--- src/rtl/cluster_step_sequencer_pkg.sv ---
// cluster_step_sequencer_pkg: shared state encoding and default sizes for the cluster step sequencer.
package cluster_step_sequencer_pkg;

    localparam int DEF_PE_NUM = 4;
    localparam int DEF_I_T = 5;

    typedef enum logic [2:0] {
        SEQ_IDLE,
        SEQ_PE_START,
        SEQ_PE_WAIT,
        SEQ_SCHE_START,
        SEQ_SCHE_WAIT,
        SEQ_STEP_NEXT,
        SEQ_DONE
    } seq_state_t;

endpackage

--- src/rtl/cluster_step_sequencer_if.sv ---
// cluster_step_sequencer_if: run configuration, PE/scheduler handshake and status bundle.
// slave modport is the sequencer's view; master is the controller/cluster side.
interface cluster_step_sequencer_if
    import cluster_step_sequencer_pkg::*;
#(
    parameter int PE_NUM = DEF_PE_NUM,
    parameter int I_T = DEF_I_T
) ();

    logic              cfg_start;
    logic [I_T-1:0]    cfg_timesteps;
    logic [PE_NUM-1:0] cfg_pe_mask;
    logic              abort;
    logic [PE_NUM-1:0] pe_finish;
    logic              sche_finish;
    logic [PE_NUM-1:0] pe_start;
    logic              start_sche;
    logic [I_T-1:0]    timestamp;
    logic              busy;
    logic              done;
    logic              err_timeout;
    logic [PE_NUM-1:0] pe_done_vec;

    modport slave (
        input  cfg_start, cfg_timesteps, cfg_pe_mask, abort, pe_finish, sche_finish,
        output pe_start, start_sche, timestamp, busy, done, err_timeout, pe_done_vec
    );

    modport master (
        output cfg_start, cfg_timesteps, cfg_pe_mask, abort, pe_finish, sche_finish,
        input  pe_start, start_sche, timestamp, busy, done, err_timeout, pe_done_vec
    );

endinterface

--- src/rtl/cluster_step_sequencer_watchdog.sv ---
// seq_watchdog: wait-state cycle counter; expired flags the last allowed cycle.
// Ports: clk, rst; clr zeroes the count, en advances it; limit is the cycle budget (0 disables).
module seq_watchdog #(
    parameter int WD_WIDTH = 16
) (
    input  logic                clk,
    input  logic                rst,
    input  logic                clr,
    input  logic                en,
    input  logic [WD_WIDTH-1:0] limit,
    output logic                expired
);

    logic [WD_WIDTH-1:0] cnt;

    always_ff @(posedge clk)
        cnt <= (rst || clr) ? '0 : en ? cnt + 1'b1 : cnt;

    assign expired = en && limit != '0 && cnt == limit - 1'b1;

endmodule

--- src/rtl/cluster_step_sequencer.sv ---
// cluster_step_sequencer: per-cluster timestep controller (launch PEs, gather finishes, run scheduler, advance).
// Ports: clk, rst (sync, active-high); bus carries config, abort, finish pulses in and start pulses/status out.
module cluster_step_sequencer
    import cluster_step_sequencer_pkg::*;
#(
    parameter int                  PE_NUM = DEF_PE_NUM,
    parameter int                  I_T = DEF_I_T,
    parameter int                  WD_WIDTH = 16,
    parameter logic [WD_WIDTH-1:0] TIMEOUT_CYCLES = 16'd50000
) (
    input logic                     clk,
    input logic                     rst,
    cluster_step_sequencer_if.slave bus
);

    seq_state_t        state;
    logic [PE_NUM-1:0] mask;
    logic [I_T-1:0]    steps;
    logic [PE_NUM-1:0] done_next;
    logic              waiting;
    logic              expired;

    assign waiting = state == SEQ_PE_WAIT || state == SEQ_SCHE_WAIT;
    // a finish arriving in the completing cycle counts immediately
    assign done_next = bus.pe_done_vec | (bus.pe_finish & mask);

    // held at zero outside the wait states, so every wait starts from a fresh count
    seq_watchdog #(.WD_WIDTH(WD_WIDTH)) u_watchdog (
        .clk(clk),
        .rst(rst),
        .clr(!waiting),
        .en(waiting),
        .limit(TIMEOUT_CYCLES),
        .expired(expired)
    );

    always_ff @(posedge clk) begin
        if (rst) begin
            state           <= SEQ_IDLE;
            mask            <= '0;
            steps           <= '0;
            bus.pe_start    <= '0;
            bus.start_sche  <= 1'b0;
            bus.timestamp   <= '0;
            bus.busy        <= 1'b0;
            bus.done        <= 1'b0;
            bus.err_timeout <= 1'b0;
            bus.pe_done_vec <= '0;
        end else begin
            bus.pe_start   <= '0;
            bus.start_sche <= 1'b0;
            bus.done       <= 1'b0;
            if (bus.abort && state != SEQ_IDLE) begin
                state    <= SEQ_IDLE;
                bus.busy <= 1'b0;
            end else begin
                case (state)
                    SEQ_IDLE: begin
                        if (bus.cfg_start && !bus.abort && bus.cfg_timesteps != '0 && bus.cfg_pe_mask != '0) begin
                            mask            <= bus.cfg_pe_mask;
                            steps           <= bus.cfg_timesteps;
                            bus.timestamp   <= '0;
                            bus.err_timeout <= 1'b0;
                            bus.busy        <= 1'b1;
                            state           <= SEQ_PE_START;
                        end
                    end
                    SEQ_PE_START: begin
                        bus.pe_start    <= mask;
                        bus.pe_done_vec <= '0;
                        state           <= SEQ_PE_WAIT;
                    end
                    SEQ_PE_WAIT: begin
                        bus.pe_done_vec <= done_next;
                        if (done_next == mask) begin
                            state <= SEQ_SCHE_START;
                        end else if (expired) begin
                            bus.err_timeout <= 1'b1;
                            bus.busy        <= 1'b0;
                            state           <= SEQ_IDLE;
                        end
                    end
                    SEQ_SCHE_START: begin
                        bus.start_sche <= 1'b1;
                        state          <= SEQ_SCHE_WAIT;
                    end
                    SEQ_SCHE_WAIT: begin
                        if (bus.sche_finish) begin
                            state <= (bus.timestamp == steps - 1'b1) ? SEQ_DONE : SEQ_STEP_NEXT;
                        end else if (expired) begin
                            bus.err_timeout <= 1'b1;
                            bus.busy        <= 1'b0;
                            state           <= SEQ_IDLE;
                        end
                    end
                    SEQ_STEP_NEXT: begin
                        bus.timestamp <= bus.timestamp + 1'b1;
                        state         <= SEQ_PE_START;
                    end
                    SEQ_DONE: begin
                        bus.done <= 1'b1;
                        bus.busy <= 1'b0;
                        state    <= SEQ_IDLE;
                    end
                    default: state <= SEQ_IDLE;
                endcase
            end
        end
    end

endmodule

--- src/flat_wrapper.sv ---
// flat-port wrapper written by rule: the top's interface ports become plain ports
module cluster_step_sequencer_flat import cluster_step_sequencer_pkg::*;
#(
    parameter int                  PE_NUM = DEF_PE_NUM,
    parameter int                  I_T = DEF_I_T,
    parameter int                  WD_WIDTH = 16,
    parameter logic [WD_WIDTH-1:0] TIMEOUT_CYCLES = 16'd50000
)
  (clk, rst, bus_cfg_start, bus_cfg_timesteps, bus_cfg_pe_mask, bus_abort, bus_pe_finish, bus_sche_finish, bus_pe_start, bus_start_sche, bus_timestamp, bus_busy, bus_done, bus_err_timeout, bus_pe_done_vec);
  cluster_step_sequencer_if #(.PE_NUM(PE_NUM), .I_T(I_T)) bus_i ();
  input logic clk;
  input logic rst;
  input wire logic [$bits(bus_i.cfg_start)-1:0] bus_cfg_start;
  input wire logic [$bits(bus_i.cfg_timesteps)-1:0] bus_cfg_timesteps;
  input wire logic [$bits(bus_i.cfg_pe_mask)-1:0] bus_cfg_pe_mask;
  input wire logic [$bits(bus_i.abort)-1:0] bus_abort;
  input wire logic [$bits(bus_i.pe_finish)-1:0] bus_pe_finish;
  input wire logic [$bits(bus_i.sche_finish)-1:0] bus_sche_finish;
  output wire logic [$bits(bus_i.pe_start)-1:0] bus_pe_start;
  output wire logic [$bits(bus_i.start_sche)-1:0] bus_start_sche;
  output wire logic [$bits(bus_i.timestamp)-1:0] bus_timestamp;
  output wire logic [$bits(bus_i.busy)-1:0] bus_busy;
  output wire logic [$bits(bus_i.done)-1:0] bus_done;
  output wire logic [$bits(bus_i.err_timeout)-1:0] bus_err_timeout;
  output wire logic [$bits(bus_i.pe_done_vec)-1:0] bus_pe_done_vec;
  assign bus_i.cfg_start = bus_cfg_start;
  assign bus_i.cfg_timesteps = bus_cfg_timesteps;
  assign bus_i.cfg_pe_mask = bus_cfg_pe_mask;
  assign bus_i.abort = bus_abort;
  assign bus_i.pe_finish = bus_pe_finish;
  assign bus_i.sche_finish = bus_sche_finish;
  assign bus_pe_start = bus_i.pe_start;
  assign bus_start_sche = bus_i.start_sche;
  assign bus_timestamp = bus_i.timestamp;
  assign bus_busy = bus_i.busy;
  assign bus_done = bus_i.done;
  assign bus_err_timeout = bus_i.err_timeout;
  assign bus_pe_done_vec = bus_i.pe_done_vec;
  cluster_step_sequencer #(.PE_NUM(PE_NUM), .I_T(I_T), .WD_WIDTH(WD_WIDTH), .TIMEOUT_CYCLES(TIMEOUT_CYCLES)) u_core (.clk(clk), .rst(rst), .bus(bus_i));
endmodule
--- config.mk ---
export PLATFORM = sky130hd
export DESIGN_NAME = cluster_step_sequencer_flat
export DESIGN_NICKNAME = d
export VERILOG_FILES = /design/src/rtl/cluster_step_sequencer_pkg.sv /design/src/rtl/cluster_step_sequencer_if.sv /design/src/rtl/cluster_step_sequencer_watchdog.sv /design/src/rtl/cluster_step_sequencer.sv /design/src/flat_wrapper.sv
export SDC_FILE = /design/constraint.sdc
export NUM_CORES = 1
export LEC_CHECK = 0
export BUFFER_PORTS_ARGS = -buffer_cell sky130_fd_sc_hd__buf_2
export CORE_ASPECT_RATIO = 0.5
export CORE_MARGIN = 3
export CORE_UTILIZATION = 45
export DETAILED_ROUTE_END_ITERATION = 8
export PLACE_DENSITY = 0.73
export SYNTH_ARGS = -nofsm -noshare
export SYNTH_HDL_FRONTEND = slang
export SYNTH_SLANG_ARGS = --single-unit
export TNS_END_PERCENT = 30
--- constraint.sdc ---
create_clock -name clk -period 1.59 [get_ports clk]
set_input_delay 0 -clock clk [delete_from_list [all_inputs] [get_ports clk]]
set_output_delay 0 -clock clk [all_outputs]
set_load 0.01 [all_outputs]
==> impl_metrics.xml, run 1 <==
<?xml version="1.0" encoding="UTF-8"?>
<metrics>
  <group name="route">
    <metric name="drt_initial_violations" unit="">85</metric>
    <metric name="drc_errors" unit="">0</metric>
    <metric name="vias" unit="">1895</metric>
    <metric name="dr.pass1.iters" unit="">4</metric>
    <metric name="postRouteWirelength" unit="um">4990</metric>
    <metric name="routed_via_density" unit="">5.35</metric>
    <metric name="drt-wirelength-per-cell" unit="um">14.1</metric>
    <metric name="antenna_left" unit="">0</metric>
  </group>
  <group name="floorplanning">
    <metric name="chipHeight" unit="um">54.1</metric>
    <metric name="die_area" unit="mm^2">0.00553</metric>
    <metric name="floorplan.io_pins" unit="">35</metric>
    <metric name="num_rows" unit="">16</metric>
    <metric name="initial_cell_density_of_the_core" unit="%">50.0</metric>
    <metric name="chipWidth" unit="um">102</metric>
    <metric name="fp.coreArea" unit="mm^2">0.00416</metric>
  </group>
  <group name="placed_design">
    <metric name="placedInstanceArea" unit="mm^2">0.00240</metric>
    <metric name="gp_congestion" unit="">0.841</metric>
    <metric name="numPortBuffers" unit="">34</metric>
    <metric name="placed_cells_incl_taps" unit="">328</metric>
    <metric name="place_worst_setup_slack" unit="ns">-0.0740</metric>
    <metric name="dp.final_hpwl" unit="um">3210</metric>
  </group>
  <group name="critical_path">
    <metric name="start_kind" unit="">flip-flop</metric>
    <metric name="timing.rr.start" unit="">u_core.bus.pe_done_vec[3]</metric>
    <metric name="critical_path.max_fanout" unit="">4</metric>
    <metric name="r2r_end" unit="">u_core.state[1]</metric>
    <metric name="critPathBufInv" unit="">1</metric>
    <metric name="arrival_time_of_the_worst_setup_path" unit="ns">1.83</metric>
    <metric name="r2r_cells" unit="">6</metric>
    <metric name="worst_setup_path_end_kind" unit="">flip-flop</metric>
    <metric name="critical-path-slowest-cell" unit="">sky130_fd_sc_hd__dfxtp_1</metric>
    <metric name="r2r_setup_slack" unit="ns">0.01</metric>
    <metric name="cp.required" unit="ns">1.84</metric>
    <metric name="worstSetupPathType" unit="">flip-flop to flip-flop</metric>
    <metric name="critPathTopFamily" unit="">simple AND/OR/NAND/NOR gates</metric>
    <metric name="slowest_delay" unit="ns">0.35</metric>
    <metric name="path_cells" unit="">nor2b_1 &gt; nor4_2 &gt; nand4_1 &gt; buf_4 &gt; o211ai_1 &gt; and3b_1</metric>
  </group>
  <group name="cts">
    <metric name="cts-root-buf" unit="">sky130_fd_sc_hd__clkbuf_8</metric>
    <metric name="h-tree-depth" unit="">2</metric>
    <metric name="clock-sinks" unit="">45</metric>
    <metric name="clock_tree.buffer_depth" unit="">2</metric>
    <metric name="clkSlewWorstSetupHoldPaths" unit="ns">0.08</metric>
    <metric name="cts_inserted_buffers" unit="">5</metric>
    <metric name="worstSkewPairLatency" unit="ns">0.30</metric>
    <metric name="cts_tree" unit="">built</metric>
  </group>
  <group name="timing">
    <metric name="finalSetupTns" unit="ns">0</metric>
    <metric name="post-route-min-period" unit="ns">1.58</metric>
    <metric name="setup_ws" unit="ns">0.0130</metric>
    <metric name="timing.final.setup_violations" unit="">0</metric>
    <metric name="final_hold_viol_count" unit="">1</metric>
    <metric name="timing.hold.ws" unit="ns">-0.000424</metric>
    <metric name="slew_viol_final" unit="">0</metric>
    <metric name="worst_slew_margin_rel" unit="%">69.4</metric>
    <metric name="finClkSkew" unit="ns">0.00512</metric>
    <metric name="layout_worst_path_cycle_share" unit="%">99.2</metric>
    <metric name="unrepaired_setup_endpoints_after_global_routing" unit="">true</metric>
    <metric name="max_slew.worst_pin.slew" unit="ns">0.456</metric>
    <metric name="fmax" unit="MHz">634</metric>
  </group>
  <group name="logic_synthesis">
    <metric name="syn_area" unit="mm^2">0.00208</metric>
    <metric name="synth-edff-count" unit="">0</metric>
    <metric name="synth.ff_latch_count" unit="">45</metric>
    <metric name="post_synth_num_cell_types" unit="">46</metric>
    <metric name="synth_top_area_cell" unit="">sky130_fd_sc_hd__dfxtp_1</metric>
    <metric name="synth-main-ff-cell" unit="">sky130_fd_sc_hd__dfxtp_1</metric>
    <metric name="postSynthCellCount" unit="">231</metric>
    <metric name="synth_nets" unit="">252</metric>
    <metric name="share_of_the_synthesized_area_in_the_top_cell_type" unit="%">43.3</metric>
    <metric name="asyncSetResetFlopFracSynth" unit="%">0</metric>
    <metric name="post_synth_main_area_contributors" unit="">sky130_fd_sc_hd__dfxtp_1, sky130_fd_sc_hd__nor2_1, sky130_fd_sc_hd__xor2_1</metric>
    <metric name="number_of_warnings_issued_by_yosys" unit="">0</metric>
    <metric name="synth_area_per_cell" unit="um^2">9.01</metric>
    <metric name="synth-seq-area-share" unit="%">43.3</metric>
  </group>
  <group name="global_route">
    <metric name="grt_remaining_overflow" unit="">0</metric>
    <metric name="first_pass_grt_wire_length" unit="um">7780</metric>
    <metric name="grt_pass1_vias" unit="">1834</metric>
    <metric name="pin_count_of_the_biggest_net_entering_global_routing" unit="">24</metric>
    <metric name="global_route.usage.total" unit="%">18.1</metric>
    <metric name="initial_antenna_violation_count" unit="">0</metric>
  </group>
  <group name="power">
    <metric name="worst_ir_drop_vdd" unit="uV">421</metric>
    <metric name="leakage_power" unit="nW">1.15</metric>
    <metric name="power.density_cell_area" unit="mW/mm^2">829</metric>
  </group>
  <group name="final_layout">
    <metric name="mostFrequentLayoutCells" unit="">sky130_fd_sc_hd__nor2_1, sky130_fd_sc_hd__dfxtp_1, sky130_fd_sc_hd__buf_2</metric>
    <metric name="final_net_count" unit="">320</metric>
    <metric name="share_of_final_layout_standard_cells_stronger_than_drive_strength_1" unit="%">27.7</metric>
    <metric name="final_common_cell" unit="">sky130_fd_sc_hd__nor2_1</metric>
    <metric name="final_cell_area" unit="mm^2">0.00277</metric>
    <metric name="finalNonFillerCells" unit="">354</metric>
    <metric name="antenna-diode-count" unit="">0</metric>
    <metric name="flow.area_growth_from_synthesis" unit="%">32.9</metric>
  </group>
  <group name="min_path">
    <metric name="whs_endpoint" unit="">u_core.bus.pe_done_vec[0]</metric>
    <metric name="worstHoldPathCells" unit="">3</metric>
    <metric name="hold_path.class" unit="">input port to flip-flop</metric>
    <metric name="timing.hold.worst.start" unit="">bus_pe_finish[0]</metric>
  </group>
  <group name="outcome">
    <metric name="status" unit="">finished with violations</metric>
    <metric name="failed_checks" unit="">hold timing</metric>
  </group>
  <group name="run">
    <metric name="max_cap_violations" unit="">0</metric>
  </group>
</metrics>
[state kept, by name, summed over array words and instances (netlist names)]
register	count
u_core.u_watchdog.cnt	16
u_core.bus.timestamp	5
u_core.steps	5
u_core.bus.pe_done_vec	4
u_core.bus.pe_start	4
u_core.mask	4
u_core.state	3
u_core.bus.busy	1
u_core.bus.done	1
u_core.bus.err_timeout	1
u_core.bus.start_sche	1
[per-stage QoR]
stage               utilization, %  power, mW  hold WS [ns]
floorplan                        -       1.29        0.0774
global placement              57.6       1.35         0.246
detailed placement            57.6       1.36         0.255
CTS                           63.6       2.26      0.000315
global route                  66.4       2.38        0.0257
finish                        66.4       2.29     -0.000424
[timing repair]
action                                 in CTS  in global routing
setup buffers                               0                  5
gates resized for setup                     2                 15
pin swaps                                   2                  5
hold buffers                               13                  0
setup endpoints to repair                   2                  4
endpoints found under the hold margin      13                  0
[synth_stat cells (2+ instances only)]
cell and n:
sky130_fd_sc_hd__nor2_1 47, sky130_fd_sc_hd__o21ai_0 2, sky130_fd_sc_hd__nand4_1 8, sky130_fd_sc_hd__a21o_1 2, sky130_fd_sc_hd__nor2b_1 8, sky130_fd_sc_hd__buf_2 2
sky130_fd_sc_hd__a22oi_1 4, sky130_fd_sc_hd__a32oi_1 4, sky130_fd_sc_hd__nand2_1 7, sky130_fd_sc_hd__and2_1 4, sky130_fd_sc_hd__inv_1 5, sky130_fd_sc_hd__a2111oi_0 2
sky130_fd_sc_hd__mux2i_1 9, sky130_fd_sc_hd__nand3_1 8, sky130_fd_sc_hd__or4_1 2, sky130_fd_sc_hd__and3_1 3, sky130_fd_sc_hd__dfxtp_1 45, sky130_fd_sc_hd__a21oi_1 3
sky130_fd_sc_hd__nor4_1 3, sky130_fd_sc_hd__xor2_1 13, sky130_fd_sc_hd__nand2b_1 7, sky130_fd_sc_hd__ha_1 3, sky130_fd_sc_hd__nor3_1 4, sky130_fd_sc_hd__clkbuf_1 4
sky130_fd_sc_hd__nand3b_1 2, sky130_fd_sc_hd__xnor2_1 10
[how the worst max path moves through the flow]
| stage | start | endpoint | slack [ns] | cells past startpoint |
|---|---|---|---|---|
| 6_report | u_core.bus.pe_done_vec[3] | u_core.state[1] | 0.01 | 6 |
| 5_1_grt | u_core.u_watchdog.cnt[0] | u_core.state[1] | -0.07 | 6 |
| 4_1_cts | u_core.steps[1] | u_core.state[0] | 0.007 | 7 |
| 3_5_place_dp | u_core.steps[1] | u_core.state[0] | -0.07 | 7 |
| 3_3_place_gp | u_core.steps[1] | u_core.state[0] | 0.04 | 7 |
| 2_1_floorplan | u_core.u_watchdog.cnt[0] | u_core.state[1] | 0.06 | 7 |
[per-layer routing]
metal | global-route usage (%) | wire length [um]
met2 | 31.2 | 2400
met5 | 0 | 0
met4 | 8.93 | 91
met3 | 4.40 | 238
met1 | 21.6 | 2270
[cell families (layout without fill, tap and decap cells)]
group	after synthesis	count (layout)	share of synthesized area, %
AOI/OAI and AO/OA	25	25	9.38
DFF	45	45	43.3
muxes	9	9	4.33
xor gates and xnor gates	23	23	9.68
buffers and inverters	13	82	3.24
adders and majority gates	3	3	1.80
and+or+nand+nor	113	113	28.3
[worst register-to-register path, stage by stage, from the launching register on]
cell,delay (ns)
sky130_fd_sc_hd__dfxtp_1,0.35
sky130_fd_sc_hd__nor2b_1,0.15
sky130_fd_sc_hd__nor4_2,0.25
sky130_fd_sc_hd__nand4_1,0.29
sky130_fd_sc_hd__buf_4,0.23
sky130_fd_sc_hd__o211ai_1,0.08
sky130_fd_sc_hd__and3b_1,0.18
[final cells by class]
class / instances / area [um^2]
tap: 54 / 67.6
inverter: 5 / 18.8
clock inverter: 1 / 30.0
multi-input combinational: 173 / 1180
sequential: 45 / 906
clock buffer: 7 / 86.3
fill: 325 / 1400
timing repair buffer: 69 / 478
[report_power, final]
group | switching (mW) | leakage, nW | internal (mW)
Sequential | 0.0147 | 0.365 | 1.14
Combinational | 0.114 | 0.726 | 0.126
Clock | 0.383 | 0.0585 | 0.512
Total | 0.511 | 1.15 | 1.78
No activity file was read; power rests on OpenSTA's default activity.
==> run 2: changes to the inputs <==
PLACE_DENSITY = 0.71   (was 0.73)
SYNTH_HIERARCHICAL = 1   (was not set)
==> run 2 against run 1 <==
  * The run ends with setup timing left
  * Utilization grew 3.0 points
  * Power grew 24%
  * Die area grew 26%
==> impl_metrics.xml, run 2 <==
<?xml version="1.0" encoding="UTF-8"?>
<metrics>
  <group name="logic_synthesis">
    <metric name="post_synth_main_area_contributors" unit="">sky130_fd_sc_hd__dfxtp_1, sky130_fd_sc_hd__xnor2_1, sky130_fd_sc_hd__xor2_1</metric>
    <metric name="asyncSetResetFlopFracSynth" unit="%">0</metric>
    <metric name="synth-seq-area-share" unit="%">33.6</metric>
    <metric name="syn_area" unit="mm^2">0.00268</metric>
    <metric name="synth_top_area_cell" unit="">sky130_fd_sc_hd__dfxtp_1</metric>
    <metric name="share_of_the_synthesized_area_in_the_top_cell_type" unit="%">33.6</metric>
    <metric name="number_of_warnings_issued_by_yosys" unit="">6</metric>
    <metric name="synth_area_per_cell" unit="um^2">8.20</metric>
    <metric name="synth-edff-count" unit="">0</metric>
    <metric name="synth.cells.most_frequent" unit="">sky130_fd_sc_hd__dfxtp_1, sky130_fd_sc_hd__nor2_1, sky130_fd_sc_hd__nand2_1</metric>
    <metric name="yosys.cell_count.top_type" unit="">sky130_fd_sc_hd__dfxtp_1</metric>
    <metric name="post_synth_num_cell_types" unit="">63</metric>
    <metric name="synth-main-ff-cell" unit="">sky130_fd_sc_hd__dfxtp_1</metric>
    <metric name="synth.ff_latch_count" unit="">45</metric>
    <metric name="postSynthCellCount" unit="">327</metric>
  </group>
  <group name="global_route">
    <metric name="initial_antenna_violation_count" unit="">0</metric>
    <metric name="grt_remaining_overflow" unit="">0</metric>
    <metric name="global_route.usage.total" unit="%">19.9</metric>
    <metric name="pin_count_of_the_biggest_net_entering_global_routing" unit="">20</metric>
    <metric name="grt_pass1_vias" unit="">2572</metric>
    <metric name="first_pass_grt_wire_length" unit="um">11200</metric>
  </group>
  <group name="critical_path">
    <metric name="worst_setup_path_end_kind" unit="">flip-flop</metric>
    <metric name="cp.required" unit="ns">1.80</metric>
    <metric name="critical-path-slowest-cell" unit="">sky130_fd_sc_hd__or4_4</metric>
    <metric name="critical_path.max_fanout" unit="">3</metric>
    <metric name="worstSetupPathType" unit="">flip-flop to flip-flop</metric>
    <metric name="slowest_delay" unit="ns">0.42</metric>
    <metric name="path_cells" unit="">xor2_1 &gt; nand2b_1 &gt; inv_2 &gt; nand3_2 &gt; nor3_2 &gt; nand3_1 &gt; a311oi_2 &gt; and4b_1 &gt; o21ai_1 &gt; or4_4 &gt; a21oi_2</metric>
    <metric name="critPathTopFamily" unit="">simple AND/OR/NAND/NOR gates</metric>
    <metric name="critPathBufInv" unit="">1</metric>
    <metric name="start_kind" unit="">flip-flop</metric>
    <metric name="arrival_time_of_the_worst_setup_path" unit="ns">2.35</metric>
  </group>
  <group name="timing">
    <metric name="finClkSkew" unit="ns">0.00708</metric>
    <metric name="max_slew.worst_pin.slew" unit="ns">0.709</metric>
    <metric name="unrepaired_setup_endpoints_after_global_routing" unit="">true</metric>
    <metric name="fmax" unit="MHz">468</metric>
    <metric name="setup_ws" unit="ns">-0.549</metric>
    <metric name="timing.hold.ws" unit="ns">0.00489</metric>
    <metric name="timing.final.setup_violations" unit="">28</metric>
    <metric name="post-route-min-period" unit="ns">2.14</metric>
    <metric name="worst_slew_margin_rel" unit="%">52.3</metric>
    <metric name="slew_viol_final" unit="">0</metric>
    <metric name="layout_worst_path_cycle_share" unit="%">135</metric>
    <metric name="final_hold_viol_count" unit="">0</metric>
  </group>
  <group name="power">
    <metric name="power.density_cell_area" unit="mW/mm^2">732</metric>
    <metric name="clock_power_share" unit="%">42.0</metric>
    <metric name="power.sequential.fraction" unit="%">41.2</metric>
    <metric name="total_switching_power" unit="uW">690</metric>
    <metric name="swShare" unit="%">24.2</metric>
    <metric name="worst_ir_drop_vdd" unit="uV">617</metric>
    <metric name="leakage_power" unit="nW">1.66</metric>
    <metric name="internal-power" unit="mW">2.16</metric>
    <metric name="power_total" unit="mW">2.85</metric>
    <metric name="share_comb_of_total_power" unit="%">16.8</metric>
  </group>
  <group name="final_layout">
    <metric name="share_of_final_layout_standard_cells_stronger_than_drive_strength_1" unit="%">28.2</metric>
    <metric name="largest_register_ffs" unit="">16</metric>
    <metric name="final_net_count" unit="">493</metric>
    <metric name="final_core_utilization" unit="%">69.4</metric>
    <metric name="antenna-diode-count" unit="">0</metric>
    <metric name="flow.area_growth_from_synthesis" unit="%">45.2</metric>
    <metric name="finalNonFillerCells" unit="">545</metric>
    <metric name="largestRegisters" unit="">u_core/u_watchdog/cnt: 16 flops, u_core/bus.timestamp: 5 flops, u_core/steps: 5 flops</metric>
    <metric name="mostFrequentLayoutCells" unit="">sky130_fd_sc_hd__conb_1, sky130_fd_sc_hd__buf_4, sky130_fd_sc_hd__dfxtp_1</metric>
    <metric name="final_common_cell" unit="">sky130_fd_sc_hd__conb_1</metric>
    <metric name="largest-register" unit="">u_core/u_watchdog/cnt</metric>
  </group>
  <group name="cts">
    <metric name="worstSkewPairLatency" unit="ns">0.28</metric>
    <metric name="clock-sinks" unit="">45</metric>
    <metric name="cts_tree" unit="">built</metric>
    <metric name="h-tree-depth" unit="">2</metric>
    <metric name="cts_inserted_buffers" unit="">5</metric>
    <metric name="clock_tree.buffer_depth" unit="">2</metric>
    <metric name="cts-root-buf" unit="">sky130_fd_sc_hd__clkbuf_16</metric>
    <metric name="clkSlewWorstSetupHoldPaths" unit="ns">0.06</metric>
  </group>
  <group name="route">
    <metric name="drt_initial_violations" unit="">111</metric>
    <metric name="routed_via_density" unit="">4.98</metric>
    <metric name="postRouteWirelength" unit="um">6890</metric>
    <metric name="vias" unit="">2713</metric>
    <metric name="drc_errors" unit="">0</metric>
    <metric name="drt-wirelength-per-cell" unit="um">12.6</metric>
    <metric name="antenna_left" unit="">0</metric>
    <metric name="dr.pass1.iters" unit="">4</metric>
  </group>
  <group name="outcome">
    <metric name="failed_checks" unit="">setup timing</metric>
    <metric name="status" unit="">finished with violations</metric>
  </group>
  <group name="placed_design">
    <metric name="placed_cells_incl_taps" unit="">523</metric>
    <metric name="numPortBuffers" unit="">34</metric>
    <metric name="gp_congestion" unit="">0.845</metric>
    <metric name="dp.final_hpwl" unit="um">4880</metric>
  </group>
  <group name="floorplanning">
    <metric name="fp.coreArea" unit="mm^2">0.00561</metric>
    <metric name="die_area" unit="mm^2">0.00698</metric>
    <metric name="num_rows" unit="">19</metric>
    <metric name="chipHeight" unit="um">60.6</metric>
    <metric name="initial_cell_density_of_the_core" unit="%">47.8</metric>
    <metric name="floorplan.io_pins" unit="">35</metric>
    <metric name="chipWidth" unit="um">115</metric>
  </group>
  <group name="run">
    <metric name="max_cap_violations" unit="">0</metric>
  </group>
  <group name="min_path">
    <metric name="hold_path.class" unit="">input port to flip-flop</metric>
  </group>
</metrics>
## run 2: cell count changes after synthesis, sizes merged, moves of 5 or more
cell / before / now
inv: 5 / 16
a211oi: 0 / 5
nor3: 5 / 12
mux2i: 9 / 4
xnor2: 10 / 24
nand2: 7 / 27
a21oi: 4 / 22
xor2: 13 / 20
## run 2: what timing repair did
item | 4_1_cts | 5_1_grt
hold buffers | 9 | 0
endpoints found under the setup margin | 27 | 36
pin swaps | 19 | 14
resized for setup | 15 | 19
hold endpoints to repair | 9 | 0
buffers inserted | 5 | 1
## run 2: per-stage QoR
stage	instance area [um^2]	setup slack (ns)	setup TNS, ns
5_1_grt	3890	-0.724	-9.82
3_5_place_dp	3450	-0.500	-5.43
2_1_floorplan	2920	-0.589	-3.27
3_3_place_gp	3450	-0.427	-4.58
4_1_cts	3810	-0.494	-6.46
6_report	3890	-0.549	-7.17
## run 2: cells by family after synthesis
group	after synthesis	share of synthesized area, %
and+or+nand+nor	140	27.4
muxes	4	1.49
xor gates and xnor gates	44	14.4
buffers and inverters	29	4.62
other	2	0.280
AOI/OAI and AO/OA	59	16.4
adders and majority gates	4	1.87
DFF	45	33.6
## run 2: layout make-up
cell class / count / area (um^2)
clock buffers: 7 / 143
clock inverters: 1 / 30.0
fillers: 422 / 1720
inverters: 16 / 62.6
multi-input cells: 309 / 2000
flip-flops and latches: 45 / 903
well taps: 73 / 91.3
repair buffers: 94 / 662
## run 2: per-layer routing
| metal | share of wire (%) | track usage (%) | wire (um) |
|---|---|---|---|
| met1 | 45 | 24.7 | 3130 |
| met2 | 50 | 36.6 | 3420 |
| met3 | 3.9 | 3.69 | 269 |
| met4 | 0.94 | 4.68 | 65 |
| met5 | 0 | 0 | 0 |
## run 2: final timing paths
path	from	endpoint	slack [ns]	cells after the start
hold reg to reg	u_core/steps[4]	u_core/steps[4]	0.47	2
hold / removal	bus_pe_finish[2]	u_core/bus.pe_done_vec[2]	0.005	3
setup / recovery	u_core/state[2]	u_core/bus.err_timeout	-0.55	11
setup reg to reg	u_core/state[2]	u_core/bus.err_timeout	-0.55	11
## run 2: worst register-to-register path: cells and delay by family (launching register included)
family / cells / cell delay (ns)
AND/OR/NAND/NOR: 6 / 1.08
AO/OA/AOI/OAI: 3 / 0.43
XOR/XNOR: 1 / 0.16
buffers and inverters: 1 / 0.07
flip-flops: 1 / 0.34
## run 2: power groups by stage
stage	Sequential [mW]	Clock, mW	Combinational [mW]
after CTS	1.17	1.22	0.441
after global routing	1.18	1.27	0.520
after floorplan	1.20	0	0.274
final	1.17	1.20	0.478
after global placement	1.20	0	0.387
after detailed placement	1.20	0	0.398
